**src/rtl/retire_trace_packer_if.sv**
```systemverilog
// Retire-trace packer bus: WB-side retire handshake plus packed retire record and status.
// The slave modport is the packer; the master modport is the WB stage / trace consumer side.
// DEPTH must match the packer so fifo_level has the right width.
interface retire_trace_packer_if #(
  parameter int DEPTH = 8
);
  logic                    wb_valid;
  logic                    wb_ready;
  logic [31:0]             wb_pc;
  logic                    wb_rf_en;
  logic [4:0]              wb_rf_waddr;
  logic [31:0]             wb_rf_wdata;
  logic [69:0]             inst_retire;
  logic [31:0]             retire_cnt;
  logic [$clog2(DEPTH):0]  fifo_level;
  logic                    hang;

  modport master (
    output wb_valid, wb_pc, wb_rf_en, wb_rf_waddr, wb_rf_wdata,
    input  wb_ready, inst_retire, retire_cnt, fifo_level, hang
  );

  modport slave (
    input  wb_valid, wb_pc, wb_rf_en, wb_rf_waddr, wb_rf_wdata,
    output wb_ready, inst_retire, retire_cnt, fifo_level, hang
  );
endinterface

```
**src/rtl/retire_trace_packer.sv**
```systemverilog
// Retire trace packer: filters WB retires, buffers register writes, emits one 70-bit record per cycle.
// Latency 2 cycles accept-to-visible; wb_ready = !full with no same-cycle pop bypass.
// Optional no-retire watchdog built only when RETIRE_WATCHDOG_EN is defined.
module retire_trace_packer #(
  parameter int DEPTH   = 8,
  parameter int ITLIMIT = 1000
) (
  input  logic                  clk,
  input  logic                  rst,
  retire_trace_packer_if.slave  bus
);
  localparam int AW = $clog2(DEPTH);

  typedef logic [69:0] rec_t;

  logic [AW:0] wr_ptr_q, wr_ptr_d;
  logic [AW:0] rd_ptr_q, rd_ptr_d;
  rec_t        mem_q [DEPTH];
  rec_t        inst_retire_q, inst_retire_d;
  logic [31:0] retire_cnt_q, retire_cnt_d;

  logic empty, full, accept, push, pop;
  rec_t wb_rec;

  assign empty  = (wr_ptr_q == rd_ptr_q);
  assign full   = (wr_ptr_q[AW-1:0] == rd_ptr_q[AW-1:0]) && (wr_ptr_q[AW] != rd_ptr_q[AW]);
  assign accept = bus.wb_valid && !full;
  // x0 writes and non-writing instructions are counted but never traced
  assign push   = accept && bus.wb_rf_en && (bus.wb_rf_waddr != 5'd0);
  assign pop    = !empty;
  assign wb_rec = {bus.wb_rf_en, bus.wb_rf_waddr, bus.wb_rf_wdata, bus.wb_pc};

  assign bus.wb_ready    = !full;
  assign bus.inst_retire = inst_retire_q;
  assign bus.retire_cnt  = retire_cnt_q;
  assign bus.fifo_level  = wr_ptr_q - rd_ptr_q;

  // Next-state for pointers, output record and retire counter
  always_comb begin
    wr_ptr_d      = wr_ptr_q;
    rd_ptr_d      = rd_ptr_q;
    inst_retire_d = '0;
    retire_cnt_d  = retire_cnt_q;
    if (push) wr_ptr_d = wr_ptr_q + 1'b1;
    if (pop) begin
      inst_retire_d = mem_q[rd_ptr_q[AW-1:0]];
      rd_ptr_d      = rd_ptr_q + 1'b1;
    end
    if (accept) retire_cnt_d = retire_cnt_q + 32'd1;
  end

  // Control state; reset drops every buffered record and blanks the retire bus at once
  always_ff @(posedge clk or posedge rst) begin
    if (rst) begin
      wr_ptr_q      <= '0;
      rd_ptr_q      <= '0;
      inst_retire_q <= '0;
      retire_cnt_q  <= '0;
    end else begin
      wr_ptr_q      <= wr_ptr_d;
      rd_ptr_q      <= rd_ptr_d;
      inst_retire_q <= inst_retire_d;
      retire_cnt_q  <= retire_cnt_d;
    end
  end

  // Record storage; contents are only meaningful between the pointers, so no reset
  always_ff @(posedge clk) begin
    if (push) mem_q[wr_ptr_q[AW-1:0]] <= wb_rec;
  end

`ifdef RETIRE_WATCHDOG_EN
  localparam int IW = $clog2(ITLIMIT + 1);
  localparam logic [IW-1:0] LIMIT = IW'(ITLIMIT);

  logic [IW-1:0] idle_q, idle_d;
  logic          hang_q, hang_d;

  // Idle counter clears on any accept and saturates at the limit; hang is sticky
  always_comb begin
    idle_d = idle_q;
    if (accept)               idle_d = '0;
    else if (idle_q != LIMIT) idle_d = idle_q + 1'b1;
    hang_d = hang_q || (idle_q == LIMIT);
  end

  // Watchdog state
  always_ff @(posedge clk or posedge rst) begin
    if (rst) begin
      idle_q <= '0;
      hang_q <= 1'b0;
    end else begin
      idle_q <= idle_d;
      hang_q <= hang_d;
    end
  end

  assign bus.hang = hang_q;
`else
  assign bus.hang = 1'b0;
`endif
endmodule

```
**src/flat_wrapper.sv**
```systemverilog
// flat-port wrapper written by rule: the top's interface ports become plain ports
module retire_trace_packer_flat 
#(
  parameter int DEPTH   = 8,
  parameter int ITLIMIT = 1000
)
  (clk, rst, bus_wb_valid, bus_wb_pc, bus_wb_rf_en, bus_wb_rf_waddr, bus_wb_rf_wdata, bus_wb_ready, bus_inst_retire, bus_retire_cnt, bus_fifo_level, bus_hang);
  retire_trace_packer_if #(.DEPTH(DEPTH)) bus_i ();
  input  logic clk;
  input  logic rst;
  input wire logic [$bits(bus_i.wb_valid)-1:0] bus_wb_valid;
  input wire logic [$bits(bus_i.wb_pc)-1:0] bus_wb_pc;
  input wire logic [$bits(bus_i.wb_rf_en)-1:0] bus_wb_rf_en;
  input wire logic [$bits(bus_i.wb_rf_waddr)-1:0] bus_wb_rf_waddr;
  input wire logic [$bits(bus_i.wb_rf_wdata)-1:0] bus_wb_rf_wdata;
  output wire logic [$bits(bus_i.wb_ready)-1:0] bus_wb_ready;
  output wire logic [$bits(bus_i.inst_retire)-1:0] bus_inst_retire;
  output wire logic [$bits(bus_i.retire_cnt)-1:0] bus_retire_cnt;
  output wire logic [$bits(bus_i.fifo_level)-1:0] bus_fifo_level;
  output wire logic [$bits(bus_i.hang)-1:0] bus_hang;
  assign bus_i.wb_valid = bus_wb_valid;
  assign bus_i.wb_pc = bus_wb_pc;
  assign bus_i.wb_rf_en = bus_wb_rf_en;
  assign bus_i.wb_rf_waddr = bus_wb_rf_waddr;
  assign bus_i.wb_rf_wdata = bus_wb_rf_wdata;
  assign bus_wb_ready = bus_i.wb_ready;
  assign bus_inst_retire = bus_i.inst_retire;
  assign bus_retire_cnt = bus_i.retire_cnt;
  assign bus_fifo_level = bus_i.fifo_level;
  assign bus_hang = bus_i.hang;
  retire_trace_packer #(.DEPTH(DEPTH), .ITLIMIT(ITLIMIT)) u_core (.clk(clk), .rst(rst), .bus(bus_i));
endmodule
```
**config.mk**
```make
export PLATFORM = sky130hd
export DESIGN_NAME = retire_trace_packer_flat
export DESIGN_NICKNAME = d
export VERILOG_FILES = /design/src/rtl/retire_trace_packer_if.sv /design/src/rtl/retire_trace_packer.sv /design/src/flat_wrapper.sv
export SDC_FILE = /design/constraint.sdc
export NUM_CORES = 1
export LEC_CHECK = 0
export ABC_CLOCK_PERIOD_IN_PS = 12420
export BUFFER_PORTS_ARGS = -buffer_cell sky130_fd_sc_hd__buf_2
export CAP_MARGIN = 20
export CORE_ASPECT_RATIO = 0.75
export CORE_UTILIZATION = 35
export DETAILED_ROUTE_END_ITERATION = 10
export PLACE_DENSITY_LB_ADDON = 0.2
export SLEW_MARGIN = 25
export SYNTH_ARGS = -nofsm -noshare
export SYNTH_HDL_FRONTEND = slang
export SYNTH_SLANG_ARGS = --single-unit
```
**constraint.sdc**
```tcl
create_clock -name clk -period 12.42 [get_ports clk]
set_input_delay 0.621 -clock clk [delete_from_list [all_inputs] [get_ports clk]]
set_output_delay 0.621 -clock clk [all_outputs]
set_load 0.005 [all_outputs]
```
==> tab_implementation.tex <==
\begin{tabular}{lr}
\hline
Metric & Value \\
\hline
\multicolumn{2}{l}{\textbf{Clock network}} \\
Buffer cell driving the clock tree root & sky130\_fd\_sc\_hd\_\_clkbuf\_16 \\
Count of hold buffers inserted by post-cts repair & 0 \\
TritonCTS Sinks & 670 \\
Clock slew at the register clock pins of the worst setup and hold paths & 0.06 ns \\
\# H-tree levels & 3 \\
Post CTS Setup Buffer Count & 0 \\
Maximum count of clock buffers along a single path & 3 \\
CTS tree & yes \\
Total CTS buffers & 68 \\
Clock insertion delay at the later pin of the skew report & 0.61 ns \\
Number of instances resized during post-cts repair & 0 \\
\multicolumn{2}{l}{\textbf{Route}} \\
Initial DRC Count & 861 \\
Vias & 12072 \\
Vias per std cell & 4.93 \\
DRC viols & 0 \\
WL final & 56100 microns \\
Detailed-routing iteration count for the pre-antenna-repair pass & 5 \\
Count of nets left with antenna violations after detail routing & 0 \\
Average routed wire per standard cell & 22.9 microns \\
\multicolumn{2}{l}{\textbf{Worst setup path}} \\
Max Fanout on Critical Path & 49 \\
Largest stage delay on the critical path & 1.04 ns \\
Critical register-to-register path startpoint & u\_core.rd\_ptr\_q[0] \\
Worst setup path startpoint & u\_core.rd\_ptr\_q[0] \\
Critical Path Slowest Stage Cell & sky130\_fd\_sc\_hd\_\_dfrtp\_4 \\
Crit path max-delay family & buffers and inverters \\
Critical path arrival & 4.40 ns \\
Path type of the worst setup path & flip-flop to flip-flop \\
Type of element launching the critical path & flip-flop \\
Worst endpoint required time & 12.64 ns \\
Critical path cell sequence & ha\_1 -> nand3\_1 -> o21ai\_4 -> or2\_1 -> nor4\_2 -> buf\_4 -> buf\_4 \\
Cell mode on critical path & sky130\_fd\_sc\_hd\_\_buf\_4 \\
Setup crit end kind & flip-flop \\
Worst Path Buf+Inv & 2 \\
\multicolumn{2}{l}{\textbf{Logic synthesis}} \\
Synthesized-area fraction occupied by adder cells & 0.00380 \\
Share of synthesized area occupied by flip-flops and latches & 0.781 \\
Post-Syn Nets & 1313 \\
Cells after synthesis & 1233 \\
Syn Std Cell Area & 25100 sq um \\
Register bit total from synthesis & 670 \\
Basic-gate share of the synthesized area counting and, or, nand and nor cells & 0.0423 \\
Synth cell types & 45 \\
Cell taking the most area after synthesis & sky130\_fd\_sc\_hd\_\_edfxtp\_1 \\
Share of the synthesized area in compound gates (AO/OA/AOI/OAI) & 0.0171 \\
Number of flops mapped to enable cells by yosys & 560 \\
Combinational family with the most area after synthesis & multiplexers \\
Portion of netlist area occupied by mux cells & 0.127 \\
Yosys warns & 0 \\
Top area cells in the synthesized netlist & sky130\_fd\_sc\_hd\_\_edfxtp\_1 (67\%), sky130\_fd\_sc\_hd\_\_mux4\_2 (13\%), sky130\_fd\_sc\_hd\_\_dfrtp\_1 (11\%) \\
Async set-reset flop share out of synthesis & 0.164 \\
Mean post-synth cell area & 20.3 sq um \\
Most used flip-flop cell after synthesis & sky130\_fd\_sc\_hd\_\_edfxtp\_1 \\
Top cell type's share of synthesized area & 0.671 \\
Xor and xnor area share after synthesis & 0.0151 \\
\multicolumn{2}{l}{\textbf{STA}} \\
Setup TNS after final layout & 0 ns \\
Max Freq & 240 MHz \\
Actual slew at the worst max-slew pin & 1.00 ns \\
Worst Clk Skew & 0.0279 ns \\
Period utilisation layout & 0.336 \\
RSZ-0062 raised after global routing & no \\
Clock period minus final worst setup slack & 4.18 ns \\
Fin. Hold Viols & 0 \\
Slew headroom & 0.331 \\
Count of pins over their slew limit & 0 \\
Final number of setup-violating endpoints & 0 \\
\multicolumn{2}{l}{\textbf{Outcome}} \\
Result of the run & finished clean \\
\multicolumn{2}{l}{\textbf{Floorplanning}} \\
Placeable core area & 70400 sq um \\
Effective utilization at floorplan & 0.356 \\
Site Rows & 84 \\
\# IOs & 181 \\
Overall die area & 72700 sq um \\
Die Span X & 311 microns \\
Die height & 234 microns \\
\multicolumn{2}{l}{\textbf{Place}} \\
Number of input and output port buffers inserted & 179 \\
RePlAce Congestion & 0.729 \\
HPWL after detailed placement & 30900 microns \\
Area after detailed placement & 27100 sq um \\
\multicolumn{2}{l}{\textbf{Cells and area}} \\
Net count of the finished layout & 1526 \\
FILL cells & 6303 \\
Multi-input combinational cell area & 5190 sq um \\
Most frequent cells in the layout & sky130\_fd\_sc\_hd\_\_edfxtp\_1 (560), sky130\_fd\_sc\_hd\_\_buf\_2 (179), sky130\_fd\_sc\_hd\_\_nand2\_1 (153), sky130\_fd\_sc\_hd\_\_mux4\_2 (140), sky130\_fd\_sc\_hd\_\_dfrtp\_1 (107) \\
Total non-filler cell area in the finished layout & 29300 sq um \\
Most common cell after layout, fill and taps aside & sky130\_fd\_sc\_hd\_\_edfxtp\_1 \\
Fraction of layout cells with a size suffix above 1 & 0.313 \\
Seq. cell area & 19600 sq um \\
Synth-to-Final Area Change & 17.0\% \\
\multicolumn{2}{l}{\textbf{Flow run}} \\
Max-cap violations & 0 \\
\multicolumn{2}{l}{\textbf{GRT}} \\
Number of global-route vias before repair & 12680 \\
Overflow after GRT & 0 \\
Wire length of the first global-routing pass & 84200 microns \\
Pin count of the biggest net entering global routing & 104 \\
Total routing usage reported by global routing & 0.157 \\
Number of antenna violations at the first check in global routing & 12 \\
\multicolumn{2}{l}{\textbf{Power}} \\
Switching Share & 0.292 \\
Areal power density over the cells & 224 nW/um\^{}2 \\
Static leakage & 10.2 nW \\
Combinational Power Share & 0.244 \\
Max VDD drop & 0.119 mV \\
Portion of total power attributed to sequential cells & 0.450 \\
Cell internal pwr & 4.64 mW \\
Clock group share of total power & 0.306 \\
Net load switching power & 1.91 mW \\
\multicolumn{2}{l}{\textbf{Worst hold path}} \\
Tightest Hold Check Type & input pin to async pin \\
\hline
\end{tabular}
-- logic make-up after synthesis --
kind of cell / after synthesis
flops: 670
simple gates: 220
mux: 142
compound gates: 79
buf+inv: 73
xor+xnor: 41
fa+ha+maj: 7
other cells: 1
-- path summary, 6_finish.rpt --
path | to | slack [ns] | cells after the start
worst max-delay path | u_core.mem_q[3][9] | 8.24 | 7
worst min-delay path | u_core.bus.retire_cnt[25] | 0.11 | 2
worst max register to register | u_core.mem_q[3][9] | 8.24 | 7
worst min register to register | u_core.bus.retire_cnt[31] | 0.47 | 1
max in group asynchronous | u_core.rd_ptr_q[1] | 11.14 | 3
min in group clk | u_core.mem_q[1][42] | 0.28 | 1
-- per-stage QoR --
step                      setup slack [ns]   util  power (mW)  instances  hold WS, ns
final                                 8.24  0.416        6.55       2448        0.111
after global routing                  7.96  0.416        6.89       2447        0.127
after CTS                             8.17  0.416        6.68       2446       0.0921
after detailed placement              8.20  0.385        4.65       2322        0.457
after global placement                8.29  0.385        4.64       2322        0.451
after floorplan                       3.07      -        4.04       1233        0.465
-- registers in the layout, indices dropped and copies added (netlist names) --
signal,count
u_core.rd_ptr_q,4
u_core.bus.inst_retire,70
u_core.bus.retire_cnt,32
u_core.mem_q,560
u_core.wr_ptr_q,4
-- routing by layer --
layer | part of all wire | GRT usage
met1 | 0.46 | 0.220
met2 | 0.46 | 0.242
met3 | 0.054 | 0.0415
met4 | 0.018 | 0.0406
met5 | 0.0017 | 0
-- Yosys cell counts (2+ instances only) --
master / n
sky130_fd_sc_hd__ha_1: 6
sky130_fd_sc_hd__and4_1: 9
sky130_fd_sc_hd__and3_1: 2
sky130_fd_sc_hd__buf_2: 18
sky130_fd_sc_hd__nor3_1: 6
sky130_fd_sc_hd__nor4_2: 7
sky130_fd_sc_hd__nor3_2: 4
sky130_fd_sc_hd__clkbuf_1: 29
sky130_fd_sc_hd__edfxtp_1: 560
sky130_fd_sc_hd__nand3_1: 12
sky130_fd_sc_hd__nand4_1: 4
sky130_fd_sc_hd__inv_1: 11
sky130_fd_sc_hd__buf_1: 3
sky130_fd_sc_hd__nand2_1: 153
sky130_fd_sc_hd__nor4_1: 7
sky130_fd_sc_hd__mux4_2: 140
sky130_fd_sc_hd__xor2_1: 28
sky130_fd_sc_hd__xnor2_1: 12
sky130_fd_sc_hd__buf_4: 10
sky130_fd_sc_hd__nor2_1: 8
sky130_fd_sc_hd__a21oi_1: 71
sky130_fd_sc_hd__dfrtp_1: 110
-- final cells by class --
cell class / count / share of cell area
antenna: 2 / 0.000171
clock buffer: 100 / 0.0671
clock inverter: 24 / 0.00752
inverter: 12 / 0.00179
multi-input combinational: 490 / 0.177
sequential: 670 / 0.668
tap: 946 / 0.0404
timing repair buffer: 204 / 0.0377
-- worst reg2reg max path: stages (launching register included) --
cell	delay, ns
sky130_fd_sc_hd__dfrtp_4	1.04
sky130_fd_sc_hd__ha_1	0.44
sky130_fd_sc_hd__nand3_1	0.36
sky130_fd_sc_hd__o21ai_4	0.18
sky130_fd_sc_hd__or2_1	0.37
sky130_fd_sc_hd__nor4_2	0.26
sky130_fd_sc_hd__buf_4	0.34
sky130_fd_sc_hd__buf_4	0.76
-- power by group through the flow --
stage	sequential, mW	clock [mW]	combinational [mW]
final	2.95	2.01	1.60
after global routing	2.99	2.14	1.76
after CTS	2.97	2.06	1.65
after detailed placement	3.01	0	1.64
after global placement	3.01	0	1.64
after floorplan	2.90	0	1.14
No activity file was read; power rests on OpenSTA's default activity.
